File: src/rtl/spi_minion_packet_frontend.sv
// spi_minion_packet_frontend
//   SPI minion (mode 0) front end that feeds a val/rdy packet interconnect.
//   Each frame is sampled into the clk domain, deserialised MSB first into a
//   BIT_WIDTH packet and offered on rx_msg/rx_val. In the same frame, one
//   response packet is serialised onto miso. clk must run at least 8x sclk.
// Ports
//   clk, reset        system clock, async active-high reset
//   cs, sclk, mosi    raw SPI pins (asynchronous to clk)
//   miso              SPI data out (0 outside an active frame)
//   rx_msg/val/rdy    received packet, val/rdy handshake
//   tx_msg/val/rdy    response packet; tx_rdy is a 1-cycle take pulse
//   minion_parity     ^rx_msg while rx_val, else 0
//   frame_err         1-cycle pulse when a frame length is not BIT_WIDTH
//   overflow          sticky: a good frame was dropped because rx was full
module spi_minion_packet_frontend #(
    parameter int BIT_WIDTH   = 20,
    parameter int SYNC_STAGES = 2
) (
    input  logic                 clk,
    input  logic                 reset,
    input  logic                 cs,
    input  logic                 sclk,
    input  logic                 mosi,
    output logic                 miso,
    output logic [BIT_WIDTH-1:0] rx_msg,
    output logic                 rx_val,
    input  logic                 rx_rdy,
    input  logic [BIT_WIDTH-1:0] tx_msg,
    input  logic                 tx_val,
    output logic                 tx_rdy,
    output logic                 minion_parity,
    output logic                 frame_err,
    output logic                 overflow
);

    localparam int CW = $clog2(BIT_WIDTH + 2);
    localparam logic [CW-1:0] CNT_FULL = CW'(BIT_WIDTH);
    localparam logic [CW-1:0] CNT_MAX  = CW'(BIT_WIDTH + 1);

    typedef enum logic [1:0] {IDLE, SHIFT, DONE} state_t;

    state_t state_q, state_d;

    logic [SYNC_STAGES-1:0] cs_sync, sclk_sync, mosi_sync;
    logic                   cs_d, sclk_d;
    logic                   cs_s, sclk_s, mosi_s;
    logic                   sclk_rise, sclk_fall, cs_fall, cs_rise;

    logic [BIT_WIDTH-1:0]   rx_shift, tx_shift;
    logic [CW-1:0]          count;

    // Synchronisers preset to the idle bus (cs high, sclk low) so that
    // leaving reset never fabricates an edge on an idle bus.
    always_ff @(posedge clk or posedge reset) begin
        if (reset) begin
            cs_sync   <= '1;
            sclk_sync <= '0;
            mosi_sync <= '0;
            cs_d      <= 1'b1;
            sclk_d    <= 1'b0;
        end else begin
            cs_sync   <= {cs_sync[SYNC_STAGES-2:0], cs};
            sclk_sync <= {sclk_sync[SYNC_STAGES-2:0], sclk};
            mosi_sync <= {mosi_sync[SYNC_STAGES-2:0], mosi};
            cs_d      <= cs_s;
            sclk_d    <= sclk_s;
        end
    end

    assign cs_s   = cs_sync[SYNC_STAGES-1];
    assign sclk_s = sclk_sync[SYNC_STAGES-1];
    // mosi goes through the same depth as sclk, so it lines up with sclk_rise.
    assign mosi_s = mosi_sync[SYNC_STAGES-1];

    assign sclk_rise = sclk_s & ~sclk_d;
    assign sclk_fall = ~sclk_s & sclk_d;
    assign cs_fall   = ~cs_s & cs_d;
    assign cs_rise   = cs_s & ~cs_d;

    always_ff @(posedge clk or posedge reset) begin
        if (reset) state_q <= IDLE;
        else       state_q <= state_d;
    end

    always_comb begin
        state_d = state_q;
        case (state_q)
            IDLE:    if (cs_fall) state_d = SHIFT;
            SHIFT:   if (cs_rise) state_d = DONE;
            DONE:    state_d = IDLE;
            default: state_d = IDLE;
        endcase
    end

    // The response is taken at frame start even if the frame later turns
    // out to be malformed.
    assign tx_rdy = (state_q == IDLE) && cs_fall && tx_val;
    assign miso   = (state_q == SHIFT) ? tx_shift[BIT_WIDTH-1] : 1'b0;

    always_ff @(posedge clk or posedge reset) begin
        if (reset) begin
            rx_shift      <= '0;
            tx_shift      <= '0;
            count         <= '0;
            rx_msg        <= '0;
            rx_val        <= 1'b0;
            minion_parity <= 1'b0;
            frame_err     <= 1'b0;
            overflow      <= 1'b0;
        end else begin
            frame_err <= 1'b0;

            // Handshake first; a DONE load below overrides the clear.
            if (rx_val && rx_rdy) begin
                rx_val        <= 1'b0;
                minion_parity <= 1'b0;
            end

            case (state_q)
                IDLE: begin
                    if (cs_fall) begin
                        tx_shift <= tx_val ? tx_msg : '0;
                        rx_shift <= '0;
                        count    <= '0;
                    end
                end
                SHIFT: begin
                    if (sclk_rise) begin
                        rx_shift <= {rx_shift[BIT_WIDTH-2:0], mosi_s};
                        if (count != CNT_MAX) count <= count + 1'b1;
                    end
                    if (sclk_fall)
                        tx_shift <= {tx_shift[BIT_WIDTH-2:0], 1'b0};
                end
                DONE: begin
                    if (count != CNT_FULL) begin
                        frame_err <= 1'b1;
                    end else if (!rx_val || rx_rdy) begin
                        rx_msg        <= rx_shift;
                        rx_val        <= 1'b1;
                        minion_parity <= ^rx_shift;
                    end else begin
                        overflow <= 1'b1;
                    end
                end
                default: ;
            endcase
        end
    end

endmodule

File: config.mk
export PLATFORM = sky130hd
export DESIGN_NAME = spi_minion_packet_frontend
export DESIGN_NICKNAME = d
export VERILOG_FILES = /design/src/rtl/spi_minion_packet_frontend.sv
export SDC_FILE = /design/constraint.sdc
export NUM_CORES = 1
export LEC_CHECK = 0
export ABC_AREA = 1
export ABC_CLOCK_PERIOD_IN_PS = 2550
export BUFFER_PORTS_ARGS = -buffer_cell sky130_fd_sc_hd__buf_2
export CORE_MARGIN = 10
export CORE_UTILIZATION = 25
export CTS_BUF_LIST = sky130_fd_sc_hd__clkbuf_16
export CTS_CLUSTER_SIZE = 20
export DETAILED_ROUTE_END_ITERATION = 6
export SLEW_MARGIN = 40
export SYNTH_ARGS = -nofsm -noshare
export SYNTH_HDL_FRONTEND = slang
export SYNTH_SLANG_ARGS = --single-unit
File: constraint.sdc
create_clock -name clk -period 2.55 [get_ports clk]
set_input_delay 0.1275 -clock clk [delete_from_list [all_inputs] [get_ports clk]]
set_output_delay 0.1275 -clock clk [all_outputs]
set_load 0.005 [all_outputs]
==> results of run 1 <==
final timing paths:
kind / slack (ns) / end / depth (start not counted)
worst max register to register: 0.82 / minion_parity / 7
worst min register to register: 0.35 / mosi_sync[1] / 0
max in group asynchronous: 1.50 / rx_msg[8] / 4
worst min-delay path: 0.05 / tx_shift[0] / 3
worst max-delay path: 0.82 / minion_parity / 7
min in group asynchronous: 0.37 / tx_shift[15] / 3
power groups by stage:
stage | clock network, mW | registers, mW | logic (mW)
detailed placement | 0 | 1.63 | 0.661
CTS | 1.26 | 1.61 | 0.667
global placement | 0 | 1.62 | 0.632
global route | 1.32 | 1.64 | 0.761
finish | 1.22 | 1.61 | 0.659
floorplan | 0 | 1.59 | 0.507
cell families after synthesis:
kind of cell    after synthesis
xor+xnor                     10
fa+ha+maj                     3
flops                        79
simple gates                178
compound gates               88
buf+inv                      62
cell usage in the layout, fill, tap and decap left out, types with 2 or more instances in the layout:
cell type | Yosys | routed
nand2_2 | 2 | 2
nor2_1 | 38 | 37
clkinv_2 | 0 | 2
clkinv_1 | 0 | 3
nand4_1 | 2 | 2
nand3_1 | 29 | 29
nor2_2 | 2 | 3
o21ai_2 | 5 | 6
clkbuf_16 | 0 | 9
buf_2 | 10 | 52
buf_4 | 1 | 3
nor3_1 | 3 | 3
o21ai_1 | 36 | 35
o21ai_0 | 5 | 5
inv_1 | 41 | 41
xor2_1 | 5 | 5
a21oi_1 | 22 | 22
dlygate4sd3_1 | 0 | 4
ha_1 | 3 | 3
inv_2 | 3 | 4
xnor2_1 | 5 | 5
dfstp_2 | 3 | 3
a22oi_1 | 19 | 19
nand2_1 | 97 | 97
nor3_2 | 2 | 2
dfrtp_1 | 76 | 76
layer usage:
layer | GRT usage (%) | wire length (µm)
met2 | 12.5 | 3710
met4 | 2.45 | 64
met1 | 10.5 | 3840
met3 | 3.49 | 537
met5 | 0 | 0
state kept, by name (all words and copies together), names as in the netlist, 2 cells and up:
signal,count
count,5
cs_sync,2
mosi_sync,2
rx_msg,20
rx_shift,20
sclk_sync,2
state_q,2
tx_shift,20
timing repair:
action / in CTS / in global routing
hold buffers: 4 / 0
setup endpoints to repair: 0 / 0
endpoints found under the hold margin: 20 / 0
area by class of cell:
cell class | count | area, µm²
fill | 1547 | 10000
sequential | 79 | 1980
multi-input combinational | 279 | 1390
timing repair buffer | 60 | 343
tap | 184 | 230
clock buffer | 9 | 225
inverter | 44 | 165
clock inverter | 7 | 55.1
worst reg2reg max path, cell delays in order (launching register included):
cell	delay (ns)
dfrtp_1	0.38
inv_1	0.09
ha_1	0.22
nand3_1	0.15
nor2_2	0.08
inv_2	0.51
nand3_1	0.15
nand2_1	0.10
==> impl_metrics.py, run 1 <==
metrics = {
    "power_and_ir_drop": {
        "p_clk_share_pct": 35.0,
        "net-switching-power_mw": 1.02,
        "combPwrFrac_pct": 18.8,
        "p_seq_share_pct": 46.2,
        "p_leak_nw": 2.12,
        "ir_drop_uv": 563,
        "power_mw": 3.50,
        "powerDensity_mw_per_mm2": 796,
        "swShare_pct": 29.2,
        "internal-power_mw": 2.47,
    },
    "drt": {
        "vias": 2869,
        "postRouteAntennaNets": 0,
        "drc": 0,
        "totalWireLength_mm": 8.15,
        "drt-wirelength-per-cell_um": 12.3,
        "first_pass_iters": 4,
        "viasPerCell": 4.33,
        "drt_iter0_markers": 172,
    },
    "timing": {
        "max_freq_ghz": 0.579,
        "clock_skew_ns": 0.00632,
        "hold_violations": 0,
        "setup_tns_ns": 0,
        "relSlewSlack_pct": 45.5,
        "slew_viol_final": 0,
        "min_period_over_period_pct": 67.7,
        "tightest_slew_ns": 0.816,
        "setup_viol": 0,
        "period_needed_ns": 1.73,
        "rsz0062_at_grt": "no",
        "fin_hold_ws_ns": 0.0517,
        "fin_ws_ns": 0.823,
    },
    "yosys": {
        "postSynthCellCount": 420,
        "synth-compound-area-share_pct": 14.0,
        "synthFlopType": "dfrtp_1",
        "ys_types": 28,
        "yosys-top-cells-count": "97 x nand2_1, 76 x dfrtp_1, 41 x inv_1",
        "synth_top_family_by_area": "simple AND/OR/NAND/NOR gates",
        "synth_top_area_cell": "dfrtp_1",
        "async_flop_share_pct": 100,
        "synthMuxAreaShare_pct": 0,
        "syn_area_mm2": 0.00364,
        "syn_area_per_cell_um2": 8.66,
        "netlist.area_leader.share_pct": 52.3,
        "syn-num-nets": 450,
        "synthAdderAreaFrac_pct": 1.03,
        "ys_top_cells_by_area": "dfrtp_1 52%, nand2_1 10%, o21ai_1 5.0%, inv_1 4.2%, nand3_1 4.0%",
        "synth-edff-count": 0,
        "synth_simple_gate_area_share_pct": 20.7,
        "yosys_warnings": 0,
        "synth-xor-area-share_pct": 2.41,
        "ys_seq_area_share_pct": 54.4,
        "yosys_register_bits": 79,
        "synth.most_common_cell": "nand2_1",
    },
    "placement": {
        "dp_hpwl_mm": 5.67,
        "dpl.cell_count": 642,
        "place.gp.congestion": 0.799,
        "port_buffers": 52,
        "place_ws_ns": 0.802,
        "placed_cell_area_mm2": 0.00407,
    },
    "worst_setup_path": {
        "critPathKind": "reg2reg",
        "critPathBufInv": 2,
        "worst_setup_path_start_kind": "flop",
        "path_cells": "inv_1 > ha_1 > nand3_1 > nor2_2 > inv_2 > nand3_1 > nand2_1",
        "endpoint_kind": "flop",
        "rr_startpoint": "count[0]",
        "crit_path_frequent_cell": "nand3_1",
        "crit_arrival_ns": 1.99,
        "cp.required_ns": 2.81,
        "path_delay_family": "buffers and inverters",
        "cpPeakStageDelay_ns": 0.51,
        "slowest_stage": "inv_2",
        "cp_max_fo": 41,
        "crit_path_start": "count[0]",
    },
    "cts": {
        "h-tree-depth": 3,
        "clk_pin_slew_worst_paths_ns": 0.06,
        "worstSkewPairLatency_ns": 0.33,
        "cts_tree": "yes",
        "cts_buffer_depth": 2,
        "root_buffer": "clkbuf_16",
        "cts.repair.resized": 0,
        "post_cts_buffers": 0,
        "clock_sinks": 79,
        "cts_buffers": 9,
    },
    "finish": {
        "final_core_util_pct": 30.4,
        "final_cell_area_mm2": 0.00439,
        "diodes": 0,
        "fin_cells": 662,
        "nets": 503,
        "drive_above_1_share_pct": 18.8,
        "syn_to_final_growth_pct": 20.7,
    },
    "floorplanning": {
        "die_area_mm2": 0.0198,
        "rows": 44,
        "ios": 53,
        "core_mm2": 0.0144,
        "die_w_um": 141,
        "initial_core_util_pct": 25.2,
        "die_y_um": 141,
    },
    "global_route": {
        "grt_max_degree": 60,
        "grt_pass1_vias": 2821,
        "antenna_found_initial": 0,
        "track_usage_pct": 8.28,
        "gr-total-overflow": 0,
        "grt_pass1_wl_mm": 13.6,
    },
    "worst_hold_path": {
        "hold_path_class": "in2reg",
        "hp-start": "tx_msg[0]",
    },
    "outcome": {
        "outcome": "complete, no violations",
    },
    "job": {
        "maxCapViolCount": 0,
    },
}
Power figures use the tool's default switching activity.
==> inputs of run 2 (changes only) <==
--- a/config.mk
+++ b/config.mk
@@ -6,7 +6,7 @@
 export NUM_CORES = 1
 export LEC_CHECK = 0
 export ABC_AREA = 1
-export ABC_CLOCK_PERIOD_IN_PS = 2550
+export ABC_CLOCK_PERIOD_IN_PS = 1810
 export BUFFER_PORTS_ARGS = -buffer_cell sky130_fd_sc_hd__buf_2
 export CORE_MARGIN = 10
 export CORE_UTILIZATION = 25
==> constraint.sdc (replaced) <==
create_clock -name clk -period 1.81 [get_ports clk]
set_input_delay 0.0905 -clock clk [delete_from_list [all_inputs] [get_ports clk]]
set_output_delay 0.0905 -clock clk [all_outputs]
set_load 0.005 [all_outputs]
==> run 2 against run 1 <==
Effect of this change: power increased by 41%; non-clock buffer count increased by 6; sequential share of layout area decreased by 0.67 points; highest routed layer unchanged.
==> impl_metrics.py, run 2 (same netlist as run 1, synthesis figures left out) <==
metrics = {
    "drt": {
        "first_pass_iters": 5,
        "totalWireLength_mm": 8.14,
        "postRouteAntennaNets": 0,
        "drc": 0,
        "vias": 2899,
        "viasPerCell": 4.34,
        "drt_iter0_markers": 156,
        "drt-wirelength-per-cell_um": 12.2,
    },
    "timing": {
        "fin_hold_ws_ns": 0.0421,
        "fin_ws_ns": 0.294,
        "hold_violations": 0,
        "tightest_slew_ns": 0.390,
        "rsz0062_at_grt": "no",
        "setup_viol": 0,
        "relSlewSlack_pct": 74.0,
        "min_period_over_period_pct": 83.7,
        "period_needed_ns": 1.52,
        "slew_viol_final": 0,
        "clock_skew_ns": 0.00859,
        "setup_tns_ns": 0,
        "max_freq_ghz": 0.660,
    },
    "floorplanning": {
        "die_w_um": 141,
        "initial_core_util_pct": 25.2,
        "die_area_mm2": 0.0198,
        "rows": 44,
        "ios": 53,
        "core_mm2": 0.0144,
        "die_y_um": 141,
    },
    "cts": {
        "root_buffer": "clkbuf_16",
        "h-tree-depth": 3,
        "cts_buffers": 9,
        "clk_pin_slew_worst_paths_ns": 0.06,
        "worstSkewPairLatency_ns": 0.33,
        "clock_sinks": 79,
        "cts_tree": "yes",
        "cts_buffer_depth": 2,
    },
    "finish": {
        "final.fill_count": 1556,
        "diodes": 0,
        "most-common-layout-cells": "97 x nand2_1, 76 x dfrtp_1, 52 x buf_2",
        "nets": 509,
        "drive_above_1_share_pct": 19.2,
        "layout_commonest_cell": "nand2_1",
        "syn_to_final_growth_pct": 22.5,
        "reg_top3": "rx_msg (20), rx_shift (20), tx_shift (20)",
    },
    "global_route": {
        "grt_pass1_wl_mm": 14.0,
        "grt_max_degree": 42,
        "antenna_found_initial": 0,
        "track_usage_pct": 8.50,
        "grt_pass1_vias": 2884,
        "gr-total-overflow": 0,
    },
    "job": {
        "maxCapViolCount": 0,
    },
    "worst_hold_path": {
        "hold_path_class": "in2reg",
    },
    "worst_setup_path": {
        "worst_setup_path_start_kind": "flop",
        "endpoint_kind": "flop",
        "critPathKind": "reg2reg",
        "crit_arrival_ns": 1.71,
        "cp.required_ns": 2.01,
        "cp_max_fo": 40,
    },
    "power_and_ir_drop": {
        "powerDensity_mw_per_mm2": 1110,
        "p_leak_nw": 2.15,
        "ir_drop_uv": 584,
    },
    "placement": {
        "dp_hpwl_mm": 5.96,
        "place_ws_ns": 0.111,
        "port_buffers": 52,
        "place.gp.congestion": 0.802,
    },
    "outcome": {
        "outcome": "complete, no violations",
    },
}
-- run 2: changes by cell type in the layout (fill, tap and decap cells not counted), sizes merged --
cell,change
buf,+5
clkinvlp,+1
inv,+1
clkinv,-2
dlygate4sd3,+1
-- run 2: repair_timing --
item	CTS	global route
hold buffers	5	0
resized for setup	0	2
hold endpoints to repair	14	0
buffers inserted	0	0
endpoints found under the setup margin	0	18
-- run 2: per-stage QoR --
stage / total power, mW / std cells / instance area (µm²) / utilization (%)
after floorplan: 2.96 / 420 / 3640 / -
after global placement: 3.21 / 647 / 4120 / 28.6
after detailed placement: 3.26 / 647 / 4120 / 28.6
after CTS: 5.03 / 668 / 4460 / 30.9
after global routing: 5.28 / 668 / 4460 / 30.9
final: 4.94 / 668 / 4460 / 30.9
-- run 2: area by class of cell --
class,instances,area [µm²],share of cell area (%)
timing repair buffer,66,403,9.04
multi-input combinational,279,1390,31.2
tap,184,230,5.16
clock buffer,9,225,5.05
clock inverter,7,57.6,1.29
sequential,79,1980,44.4
inverter,44,171,3.85
-- run 2: path summary, 6_finish.rpt --
kind / from / endpoint / slack, ns / depth (start not counted)
setup / recovery: cs_sync[1] / rx_shift[15] / 0.29 / 7
hold / removal: tx_msg[14] / tx_shift[14] / 0.04 / 3
setup reg to reg: cs_sync[1] / rx_shift[15] / 0.29 / 7
hold reg to reg: mosi_sync[0] / mosi_sync[1] / 0.35 / 0
max in group asynchronous: reset / rx_shift[16] / 0.97 / 4
min in group asynchronous: reset / rx_shift[4] / 0.28 / 3
-- run 2: report_power, final --
group / total (mW) / internal (mW) / switching, mW
clock network: 1.71 / 1.05 / 0.669
logic: 0.957 / 0.395 / 0.562
registers: 2.27 / 2.08 / 0.193
total: 4.94 / 3.52 / 1.42
-- run 2: critical path, cell delays in order, from the launching register on --
cell and delay [ns]:
dfstp_2 0.53, inv_1 0.06, nand3_2 0.09, inv_2 0.04, or2_1 0.22, buf_4 0.25
nand3_1 0.11, o21ai_1 0.07
-- run 2: per-layer routing --
metal  part of all wire, %  wire length [µm]  global-route usage, %
met5                     0                 0                      0
met2                    47              3810                   13.1
met3                   7.2               590                   3.96
met4                  0.26                21                   2.28
met1                    46              3730                   10.5
==> inputs of run 3 (changes only) <==
--- a/config.mk
+++ b/config.mk
@@ -5,8 +5,8 @@
 export SDC_FILE = /design/constraint.sdc
 export NUM_CORES = 1
 export LEC_CHECK = 0
-export ABC_AREA = 1
-export ABC_CLOCK_PERIOD_IN_PS = 1810
+export ABC_AREA = 0
+export ABC_CLOCK_PERIOD_IN_PS = 1580
 export BUFFER_PORTS_ARGS = -buffer_cell sky130_fd_sc_hd__buf_2
 export CORE_MARGIN = 10
 export CORE_UTILIZATION = 25
==> constraint.sdc (replaced) <==
create_clock -name clk -period 1.58 [get_ports clk]
set_input_delay 0.079 -clock clk [delete_from_list [all_inputs] [get_ports clk]]
set_output_delay 0.079 -clock clk [all_outputs]
set_load 0.005 [all_outputs]
==> run 3 against run 2 <==
Effect of this change: global-route usage is 0.44 points higher; flip-flop and latch count stayed put; the flow now finishes with violations (setup timing); critical path type is now reg2out; synthesized cell count is 22% lower; power is 8.5% higher; register-to-register slack worse by 0.43 ns; largest power group unchanged; clock skew is 0.0028 ns lower.
==> impl_metrics.py, run 3 <==
metrics = {
    "outcome": {
        "outcome": "finished, violations left",
        "violations": "setup timing",
    },
    "yosys": {
        "syn_area_mm2": 0.00344,
        "syn_area_per_cell_um2": 10.6,
        "postSynthCellCount": 326,
        "yosys_warnings": 0,
        "synth_top_area_cell": "dfrtp_1",
        "synthAdderAreaFrac_pct": 1.09,
        "ys_types": 33,
        "netlist.area_leader.share_pct": 55.3,
        "synth-compound-area-share_pct": 11.1,
        "syn-num-nets": 356,
        "ys_seq_area_share_pct": 57.6,
        "yosys_register_bits": 79,
        "synth_top_family_by_area": "simple AND/OR/NAND/NOR gates",
        "ys_top_cells_by_area": "dfrtp_1 55%, nand2_1 7.0%, mux2_2 6.5%, o21ai_0 6.1%, xnor2_1 4.3%",
        "async_flop_share_pct": 100,
        "synth-xor-area-share_pct": 5.49,
        "synth.most_common_cell": "dfrtp_1",
        "synth_simple_gate_area_share_pct": 15.0,
        "yosys-top-cells-count": "76 x dfrtp_1, 64 x nand2_1, 42 x o21ai_0",
        "synthFlopType": "dfrtp_1",
        "synthMuxAreaShare_pct": 6.55,
        "synth-edff-count": 0,
    },
    "placement": {
        "port_buffers": 52,
        "placed_cell_area_mm2": 0.00414,
        "dp_hpwl_mm": 5.38,
        "place_ws_ns": -0.0941,
        "place.gp.congestion": 0.775,
        "dpl.cell_count": 569,
    },
    "global_route": {
        "antenna_found_initial": 0,
        "gr-total-overflow": 0,
        "grt_max_degree": 80,
        "track_usage_pct": 8.94,
        "grt_pass1_vias": 2774,
        "grt_pass1_wl_mm": 13.4,
    },
    "drt": {
        "wl_met1_mm": 3.63,
        "dr_wl_met3_um": 452,
        "totalWireLength_mm": 8.15,
        "first_pass_iters": 4,
        "top_layer": "met4",
        "drc": 0,
        "postRouteAntennaNets": 0,
        "dr_wl_met2_mm": 3.93,
        "drt-wirelength-per-cell_um": 13.6,
        "vias": 2609,
        "viasPerCell": 4.34,
        "drt_iter0_markers": 85,
    },
    "cts": {
        "clk_pin_slew_worst_paths_ns": 0.06,
        "cts_tree": "yes",
        "cts_buffer_depth": 2,
        "worstSkewPairLatency_ns": 0.34,
        "cts_buffers": 9,
        "h-tree-depth": 3,
        "root_buffer": "clkbuf_16",
        "clock_sinks": 79,
    },
    "finish": {
        "most-common-layout-cells": "76 x dfrtp_1, 64 x nand2_1, 53 x buf_2",
        "reg_top3": "rx_msg (20), rx_shift (20), tx_shift (20)",
        "final.fill_count": 1358,
        "nets": 450,
        "syn_to_final_growth_pct": 36.3,
        "multi_input_area_mm2": 0.00144,
        "drive_above_1_share_pct": 35.3,
        "diodes": 0,
        "fin_cells": 601,
        "final_cell_area_mm2": 0.00469,
        "layout_commonest_cell": "dfrtp_1",
        "regArea_mm2": 0.00198,
    },
    "worst_setup_path": {
        "r2r_setup_slack_ns": -0.14,
        "cp_max_fo": 4,
        "crit_path_frequent_cell": "buf_4",
        "critPathBufInv": 3,
        "crit_arrival_ns": 1.67,
        "worstRegToRegCells": 7,
        "path_cells": "buf_4 > nor4b_4 > buf_4 > and2_4 > buf_2",
        "rr_startpoint": "cs_d",
        "cp.required_ns": 1.50,
        "critPathKind": "reg2out",
        "worst_setup_path_start_kind": "flop",
        "r2r-end": "count[0]",
        "endpoint_kind": "output pin",
        "slowest_stage": "dfstp_2",
        "cpPeakStageDelay_ns": 0.52,
        "path_delay_family": "flip-flops",
    },
    "worst_hold_path": {
        "hp-start": "tx_msg[11]",
        "hold_path_class": "in2reg",
        "whs_path_depth": 4,
        "holdPathEnd": "tx_shift[11]",
    },
    "timing": {
        "fin_hold_ws_ns": 0.137,
        "tightest_slew_ns": 0.424,
        "slew_viol_final": 0,
        "clock_skew_ns": 0.00580,
        "relSlewSlack_pct": 71.8,
        "setup_viol": 32,
        "fin_ws_ns": -0.172,
        "setup_tns_ns": -2.38,
        "period_needed_ns": 1.75,
        "hold_violations": 0,
        "min_period_over_period_pct": 111,
        "rsz0062_at_grt": "yes",
        "max_freq_ghz": 0.571,
    },
    "floorplanning": {
        "ios": 53,
        "die_area_mm2": 0.0188,
        "rows": 42,
        "die_w_um": 137,
        "die_y_um": 137,
        "core_mm2": 0.0133,
        "initial_core_util_pct": 25.8,
    },
    "power_and_ir_drop": {
        "combPwrFrac_pct": 16.9,
        "p_clk_share_pct": 38.7,
        "ir_drop_uv": 738,
        "p_seq_share_pct": 44.4,
        "net-switching-power_mw": 1.45,
        "p_leak_nw": 2.27,
        "powerDensity_mw_per_mm2": 1140,
        "swShare_pct": 27.1,
        "internal-power_mw": 3.90,
    },
    "job": {
        "maxCapViolCount": 0,
    },
}
==> run 3: kinds of logic after synthesis <==
logic type / after synthesis
AND/OR/NAND/NOR: 108
adder cells (fa/ha/maj): 3
flip-flops: 79
buffers and inverters: 25
AO/OA/AOI/OAI: 71
XOR/XNOR: 20
multiplexers: 20
==> run 3: what timing repair did <==
item	4_1_cts	5_1_grt
setup buffers	6	3
gates cloned	1	1
hold buffers	6	0
resized for setup	22	5
setup endpoints to repair	48	68
hold endpoints to repair	81	0
pin swaps	6	5
==> run 3: area by class of cell <==
class | count | area share, %
Sequential cell | 79 | 42.2
Multi-Input combinational cell | 222 | 30.7
Inverter | 5 | 0.480
Clock buffer | 9 | 4.80
Clock inverter | 7 | 1.55
Tap cell | 176 | 4.70
Timing Repair Buffer | 103 | 15.5
==> run 3: per-stage QoR <==
stage               util (%)  total power, mW
global route            35.1             5.66
floorplan                  -             2.88
CTS                     34.7             5.41
global placement        31.0             3.17
detailed placement      31.0             3.22
finish                  35.1             5.36
==> run 3: worst max-delay path by stage <==
stage,slack (ns),cells after the start,start,end
after global routing,-0.21,6,cs_d,count[3]
after global placement,-0.08,6,cs_d,count[3]
final,-0.17,5,cs_d,tx_rdy
after detailed placement,-0.09,7,count[2],rx_msg[16]
after floorplan,-0.14,6,cs_d,count[3]
after CTS,-0.12,5,cs_d,tx_rdy
==> run 3: routing by layer <==
metal  up-vias  track usage [%]
met1      1256             10.4
met4         0             3.86
met2        44             14.7
met3        13             3.06
met5         -                0
li1       1296                -
==> run 3: worst min-delay path, delay by kind of cell <==
kind	cells	cell delay, ns
AND/OR/NAND/NOR	1	0.13
AO/OA/AOI/OAI	2	0.16
buffers and inverters	1	0.07
==> run 3: power groups by stage <==
stage	combinational (mW)	clock, mW	sequential (mW)
after floorplan	0.493	0	2.39
after CTS	0.885	2.15	2.38
final	0.906	2.07	2.38
after global placement	0.774	0	2.40
after global routing	1.03	2.23	2.41
after detailed placement	0.807	0	2.41
